===== src/rtl/duty_pkg.sv =====
// Shared types and constants for the duty-pattern arbiter.
package duty_pkg;

  localparam int unsigned FRAME_LEN   = 8;
  localparam int unsigned LEVEL_W     = 3;
  localparam int unsigned PHASE_W     = 3;
  localparam int unsigned FRAME_CNT_W = 4;

  typedef enum logic [1:0] {
    StIdle,
    StLoad,
    StRun,
    StRelease
  } state_e;

endpackage


===== src/rtl/duty_arbiter_rr_pick.sv =====
// Combinational round-robin picker: first set request at or above the pointer, wrapping.
module rr_pick #(
  parameter int unsigned NREQ = 4,
  parameter int unsigned IdxW = $clog2(NREQ)
) (
  input  logic [NREQ-1:0] req_i,
  input  logic [IdxW-1:0] ptr_i,
  output logic [NREQ-1:0] gnt_o,
  output logic [IdxW-1:0] idx_o,
  output logic            valid_o
);

  logic [IdxW-1:0] cand;

  always_comb begin
    gnt_o   = '0;
    idx_o   = '0;
    valid_o = 1'b0;
    cand    = '0;
    for (int unsigned k = 0; k < NREQ; k++) begin
      cand = IdxW'((32'(ptr_i) + k) % NREQ);
      if (!valid_o && req_i[cand]) begin
        valid_o     = 1'b1;
        idx_o       = cand;
        gnt_o[cand] = 1'b1;
      end
    end
  end

endmodule


===== src/rtl/duty_arbiter.sv =====
// Round-robin sequencer granting the duty-pattern datapath for HOLD_FRAMES frames per grant.
// Optional DUTY_ABORT_EN: a dropped request ends the grant at the next frame boundary.
module duty_arbiter
  import duty_pkg::*;
#(
  parameter int unsigned NREQ        = 4,
  parameter int unsigned HOLD_FRAMES = 2
) (
  input  logic                    clock,
  input  logic                    clear_n,
  input  logic [NREQ-1:0]         req,
  input  logic [LEVEL_W*NREQ-1:0] level,
  output logic [NREQ-1:0]         grant,
  output logic [NREQ-1:0]         done,
  output logic [LEVEL_W-1:0]      addr,
  output logic                    enable,
  output logic                    dp_clear,
  output logic [PHASE_W-1:0]      phase,
  output logic                    busy
);

  localparam int unsigned IdxW = $clog2(NREQ);

  state_e                 state_q, state_d;
  logic [IdxW-1:0]        ptr_q, ptr_d;
  logic [IdxW-1:0]        win_q, win_d;
  logic [NREQ-1:0]        grant_q, grant_d;
  logic [NREQ-1:0]        done_q, done_d;
  logic [LEVEL_W-1:0]     addr_q, addr_d;
  logic [PHASE_W-1:0]     phase_q, phase_d;
  logic [FRAME_CNT_W-1:0] frame_q, frame_d;

  logic [NREQ-1:0]    pick_gnt;
  logic [IdxW-1:0]    pick_idx;
  logic               pick_valid;
  logic [LEVEL_W-1:0] level_arr [NREQ];
  logic               frame_end;
  logic               last_frame;
  logic               abort;

  for (genvar i = 0; i < NREQ; i++) begin : g_level
    assign level_arr[i] = level[LEVEL_W*i +: LEVEL_W];
  end

  rr_pick #(
    .NREQ (NREQ),
    .IdxW (IdxW)
  ) u_rr_pick (
    .req_i   (req),
    .ptr_i   (ptr_q),
    .gnt_o   (pick_gnt),
    .idx_o   (pick_idx),
    .valid_o (pick_valid)
  );

  assign frame_end  = (phase_q == PHASE_W'(FRAME_LEN - 1));
  assign last_frame = (frame_q == FRAME_CNT_W'(HOLD_FRAMES - 1));

`ifdef DUTY_ABORT_EN
  assign abort = ~req[win_q];
`else
  assign abort = 1'b0;
`endif

  always_comb begin
    state_d = state_q;
    ptr_d   = ptr_q;
    win_d   = win_q;
    grant_d = grant_q;
    done_d  = '0;
    addr_d  = addr_q;
    phase_d = '0;
    frame_d = frame_q;
    unique case (state_q)
      StIdle: begin
        if (pick_valid) begin
          state_d = StLoad;
          win_d   = pick_idx;
          grant_d = pick_gnt;
          addr_d  = level_arr[pick_idx];
          frame_d = '0;
        end
      end
      StLoad: state_d = StRun;
      StRun: begin
        phase_d = phase_q + 1'b1;
        if (frame_end) begin
          frame_d = frame_q + 1'b1;
          // Leaving only at phase 7 keeps every frame on the output complete.
          if (last_frame || abort) begin
            state_d = StRelease;
            grant_d = '0;
            done_d  = grant_q;
            ptr_d   = (win_q == IdxW'(NREQ - 1)) ? '0 : win_q + 1'b1;
          end
        end
      end
      StRelease: state_d = StIdle;
      default:   state_d = StIdle;
    endcase
  end

  always_ff @(posedge clock or negedge clear_n) begin
    if (!clear_n) begin
      state_q <= StIdle;
      ptr_q   <= '0;
      win_q   <= '0;
      grant_q <= '0;
      done_q  <= '0;
      addr_q  <= '0;
      phase_q <= '0;
      frame_q <= '0;
    end else begin
      state_q <= state_d;
      ptr_q   <= ptr_d;
      win_q   <= win_d;
      grant_q <= grant_d;
      done_q  <= done_d;
      addr_q  <= addr_d;
      phase_q <= phase_d;
      frame_q <= frame_d;
    end
  end

  assign grant    = grant_q;
  assign done     = done_q;
  assign addr     = addr_q;
  assign phase    = phase_q;
  assign enable   = (state_q == StRun);
  assign dp_clear = (state_q != StRun);
  assign busy     = (state_q != StIdle);

endmodule


===== config.mk =====
export PLATFORM = sky130hd
export DESIGN_NAME = duty_arbiter
export DESIGN_NICKNAME = d
export VERILOG_FILES = /design/src/rtl/duty_pkg.sv /design/src/rtl/duty_arbiter_rr_pick.sv /design/src/rtl/duty_arbiter.sv
export SDC_FILE = /design/constraint.sdc
export NUM_CORES = 1
export LEC_CHECK = 0
export ABC_AREA = 0
export CELL_PAD_IN_SITES_DETAIL_PLACEMENT = 0
export CELL_PAD_IN_SITES_GLOBAL_PLACEMENT = 2
export CORE_MARGIN = 2
export CORE_UTILIZATION = 30
export CTS_BUF_LIST = sky130_fd_sc_hd__clkbuf_2
export DETAILED_ROUTE_END_ITERATION = 8
export PLACE_DENSITY_LB_ADDON = 0.1
export SLEW_MARGIN = 20
export SYNTH_ARGS = -nofsm -noshare
export SYNTH_HDL_FRONTEND = slang
export SYNTH_SLANG_ARGS = --single-unit

===== constraint.sdc =====
create_clock -name clock -period 2.6 [get_ports clock]
set_input_delay 0.52 -clock clock [delete_from_list [all_inputs] [get_ports clock]]
set_output_delay 0.52 -clock clock [all_outputs]
set_load 0.05 [all_outputs]

# --- Word level (Yosys, flattened, before mapping) ---
# Index checks and enable logic that the tools add are counted.
totals:
  wordCells: 102
  ff_bits: 24
op_classes:
  bitwise: 4
  magnitude_cmp: 9
  n_mux: 47
  n_reduce_logical: 18
  n_eq_ne: 10
  add_sub_neg: 6
ops:
  columns: ["cell", "n"]
  rows:
  - ["$mux W4", 12]
  - ["$mux W2", 8]
  - ["$pmux W4 S2", 2]
  - ["$lt A2 B3 Y1 const B", 4]
  - ["$mux W1", 12]
  - ["$or A4 B4 Y4", 3]
  - ["$mux W3", 3]
  - ["$reduce_and A3 Y1", 3]
  - ["$bmux W1 S2", 4]
  - ["$demux W1 S2", 4]
  - ["$ge A2 B1 Y1 const B", 4]
  - ["$pmux W2 S4", 1]
  - ["$logic_and A1 B1 Y1", 7]
  - ["$bmux W3 S2", 1]
  - ["$eq A2 B2 Y1 const B", 3]
  - ["$add A2 B1 Y2 const B", 2]
  - ["$add A2 B2 Y2 const B", 2]
  - ["$add A4 B1 Y4 const B", 1]
  - ["$eq A4 B1 Y1 const B", 1]
  - ["$ne A2 B1 Y1 const B", 2]
  - ["$ne A2 B2 Y1 const B", 2]
  - ["$reduce_and A4 Y1", 1]
  - ["$reduce_bool A2 Y1", 2]
  - ["$add A3 B1 Y3 const B", 1]
  - ["7 further kinds", 9]

# --- Depth between registers and ports, before layout ---
logic_depth:
  ltp_word: 16
  mapped_depth: 12
  ltp_nobuf: 8

# --- Modules after synthesis ---
# Synthesis repeated with hierarchy kept, for this count alone.
unflattened:
  cells_unflattened: 138
  area_unflattened_um2: 1631.6
modules_own_cells:
  columns: ["module", "n_inst", "area_per_inst_um2", "cells_each"]
  rows:
  - ["duty_arbiter", 1, 1209.9, 93]
  - ["rr_pick", 1, 421.7, 45]

# --- Worst setup path after synthesis ---
# No wires, ideal clock.
synth_path:
  path_kind: "register to register"
  start: "register ptr_q[0]"
  end: "register addr_q[1] (netlist: addr[1])"
  arrival_ps: 2692
  period_less_slack_ps: 2774
  path_stages_with_launch: 12
  setup_time_ps: 82
  setup_slack_ps: -174
  path_cell_list: "dfrtp_1 -> buf_6 -> buf_2 -> inv_1 -> ha_1 -> clkbuf_1 -> mux4_2 -> o21bai_4 -> o21bai_4 -> mux2i_1 -> a211o_1 -> a31oi_1"
synth_between:
  elab_chain_cells: 16
synth_rtl:
  columns: ["item", "line_no", "text"]
  rows:
  - ["start, declared", "duty_arbiter.sv:25", "logic [IdxW-1:0] ptr_q, ptr_d;"]
  - ["start signal, assigned", "duty_arbiter.sv:115", "ptr_q <= ptr_d;"]
  - ["branches (longest 16 deep; another with $add A2 B1 Y2)", null, null]
  - ["end signal, assigned", "duty_arbiter.sv:119", "addr_q <= addr_d;"]
  - ["end, declared", "duty_arbiter.sv:29", "logic [LEVEL_W-1:0] addr_q, addr_d;"]
# Parallel ways; which one is timed is not known. The select of a mux whose other input is x is not followed.
# A chain may end at the register's enable or synchronous reset.

# --- Worst setup path after layout ---
layout_path:
  start: "register ptr_q[0]"
  end: "register addr_q[0] (netlist: addr[0])"
# The elaborated chain is that of the path after synthesis.

==> impl_metrics.yaml <==
run_status:
  outcome: "finished clean"
global_routing:
  grt_overflow: 0
  grt_util_all_layers: 0.152
  antenna_found_initial: 0
  grt_pass1_wl_um: 7980
  grt_pass1_vias: 1647
  grt_start_max_net_pins: 25
pwr:
  intPower_uw: 848
  power.density_nw_per_um2: 680
  total_power_uw: 1650
  pwr-share-seq: 0.314
  vdd_ir_drop_max_v: 0.000433
  power_switching_uw: 806
  switching_share: 0.487
  p_clk_frac: 0.088
  p_leak_uw: 0.00109
  combPwrFrac: 0.599
setup_path:
  cp-start-kind: "register"
  rr_worst_depth: 7
  worstPathRequired_ns: 2.84
  cp-end-kind: "register"
  reg2reg_slack_ns: 0.23
  r2r_end: "addr[0]"
  crit_type: "reg -> reg"
  timing.rr.start: "ptr_q[0]"
  arrival_ns: 2.61
  critPathMaxFanout: 23
cts:
  worstSkewPairLatency_ns: 0.33
  cts_resized: 1
  root_buffer: "clkbuf_2"
  clock-sinks: 24
  clk_pin_slew_ns: 0.23
  clock_path_buffers: 2
  cts_hold_buf: 0
  cts.htree.levels: 1
  cts_setup_buffers: 0
  tritoncts: "built"
  cts-buffers-inserted: 3
placed_design:
  dp_hpwl_um: 3800
  gp_congestion: 0.840
  portBuffers: 34
  placed_area_um2: 2420
finish:
  n_fill_cell: 636
  area_delta_synth_final_pct: 31.6
  design_area_um2: 2430
  multiInputGateArea_um2: 1150
  drive_above_1_share: 0.167
  regArea_um2: 601
  utilization: 0.409
  fin_nets: 287
  diodes: 0
sta:
  finalSetupViolCount: 0
  drv_slew: 0
  setup-tns-final_ns: 0
  finClkSkew_ns: 0.00719
  rsz0062_at_grt: "false"
  worst_pin_slew_ns: 0.516
  finalCritPeriodShare: 0.912
  hold_viol_final: 0
  fin_crit_ns: 2.37
  fmax_mhz: 422
  relSlewSlack: 0.655
  holdWs_ns: 0.486
min_path:
  holdPathStages: 1
  min_from: "phase[0]"
  hold_path.class: "reg -> reg"
  hold_path_end: "phase[0]"
die:
  core_area_um2: 5960
  die_w_um: 82.5
  die_area_um2: 6810
  start_util: 0.311
  fp-row-count: 28
  die_h_um: 82.5
  ios: 35
drt:
  wl_per_cell_um: 14.9
  drc: 0
  drtPass1Iterations: 4
  via_per_inst: 5.14
  antenna_left: 0
  drtIter0Drc: 51
  wl_um: 4860
  vias: 1676
synth:
  ys_ff_latch: 24
  synth_largest_area_cell: "dfrtp_1"
  synthArstFlopShare: 1.00
  yosysSeqAreaShare: 0.325
  syn_nets: 235
  yosysWarnings: 0
  synth_most_common_cell: "dfrtp_1"
  synth_ff_type: "dfrtp_1"
  synth_cell_types: 41
  syn_inst: 201
  synth-edff-count: 0
  synth.top_cell.area_share: 0.325
  synth_area_um2: 1850
  synth.avg_cell_area_um2: 9.20
  ys_top_cells_by_count: "dfrtp_1, nor2_1, nand2_1"
  synth_area_leaders: "dfrtp_1, ha_1, mux2i_1"
run:
  drv_cap: 0
[through the flow]
step,std cells,setup slack [ns]
floorplan,201,0.00778
global placement,323,-0.0516
detailed placement,323,-0.101
CTS,326,0.00864
global route,326,0.0429
finish,326,0.230
[kinds of logic (layout without fill, tap and decap cells)]
logic type	after synthesis	in the layout	synth area share
AOI/OAI and AO/OA	54	54	0.217
muxes	19	19	0.120
DFF	24	24	0.325
adders and majority gates	16	16	0.108
and+or+nand+nor	68	68	0.179
buffers and inverters	20	70	0.0507
[cell usage in the layout (no fill, tap or decap), types with 3 or more instances in the layout]
| cell | netlist | layout |
|---|---|---|
| a21oi_1 | 12 | 12 |
| a221o_1 | 4 | 4 |
| a22o_1 | 5 | 5 |
| a22oi_1 | 4 | 4 |
| and3_1 | 6 | 6 |
| buf_4 | 0 | 25 |
| clkbuf_2 | 0 | 3 |
| clkdlybuf4s50_1 | 0 | 31 |
| dfrtp_1 | 24 | 24 |
| ha_1 | 16 | 16 |
| inv_1 | 8 | 7 |
| mux2_2 | 5 | 5 |
| mux2i_1 | 12 | 12 |
| nand2_1 | 19 | 19 |
| nand2b_1 | 3 | 3 |
| nand4_1 | 3 | 3 |
| nor2_1 | 20 | 20 |
| nor3_1 | 7 | 7 |
| o21ai_0 | 8 | 8 |
| o221ai_1 | 4 | 4 |
[power by group through the flow]
stage / sequential (µW) / clock (µW) / combinational (µW)
final: 519 / 145 / 990
after global placement: 523 / 0 / 996
after detailed placement: 529 / 0 / 1010
after floorplan: 717 / 0 / 436
after CTS: 520 / 154 / 1010
after global routing: 532 / 169 / 1080
[state kept, by name (all words and copies together) (netlist names)]
name / cells
done: 4
frame_q: 4
state_q: 2
grant: 4
win_q: 2
phase: 3
ptr_q: 2
addr: 3
[worst max-delay path by stage]
stage / start / to / slack (ns) / depth (start not counted)
after detailed placement: req[1] / addr[0] / -0.10 / 9
after floorplan: ptr_q[0] / addr[1] / 0.008 / 11
final: ptr_q[0] / addr[0] / 0.23 / 7
after CTS: state_q[0] / dp_clear / 0.009 / 4
after global placement: req[1] / addr[2] / -0.05 / 9
after global routing: ptr_q[0] / addr[0] / 0.04 / 7
[area by class of cell]
class                           instances  share of cell area
Timing Repair Buffer                   59               0.222
Sequential cell                        24               0.247
Inverter                                8              0.0123
Clock buffer                            3             0.00617
Tap cell                               75              0.0386
Multi-Input combinational cell        157               0.475
[layer usage]
metal	vias up	wire length [µm]	part of all wire	global-route usage
li1	840	-	-	-
met1	792	2210	0.46	0.196
met2	37	2400	0.49	0.258
met3	7	156	0.032	0.0185
met4	0	89	0.018	0.0590
met5	-	0	0	0
[worst max-delay path: stages, from the launching register on]
cell,delay (ns)
dfrtp_1,0.59
buf_12,0.22
mux4_2,0.57
o21bai_4,0.21
nor3_1,0.21
a21oi_1,0.10
o221ai_1,0.25
o211ai_1,0.13
No activity file was read; power rests on OpenSTA's default activity.
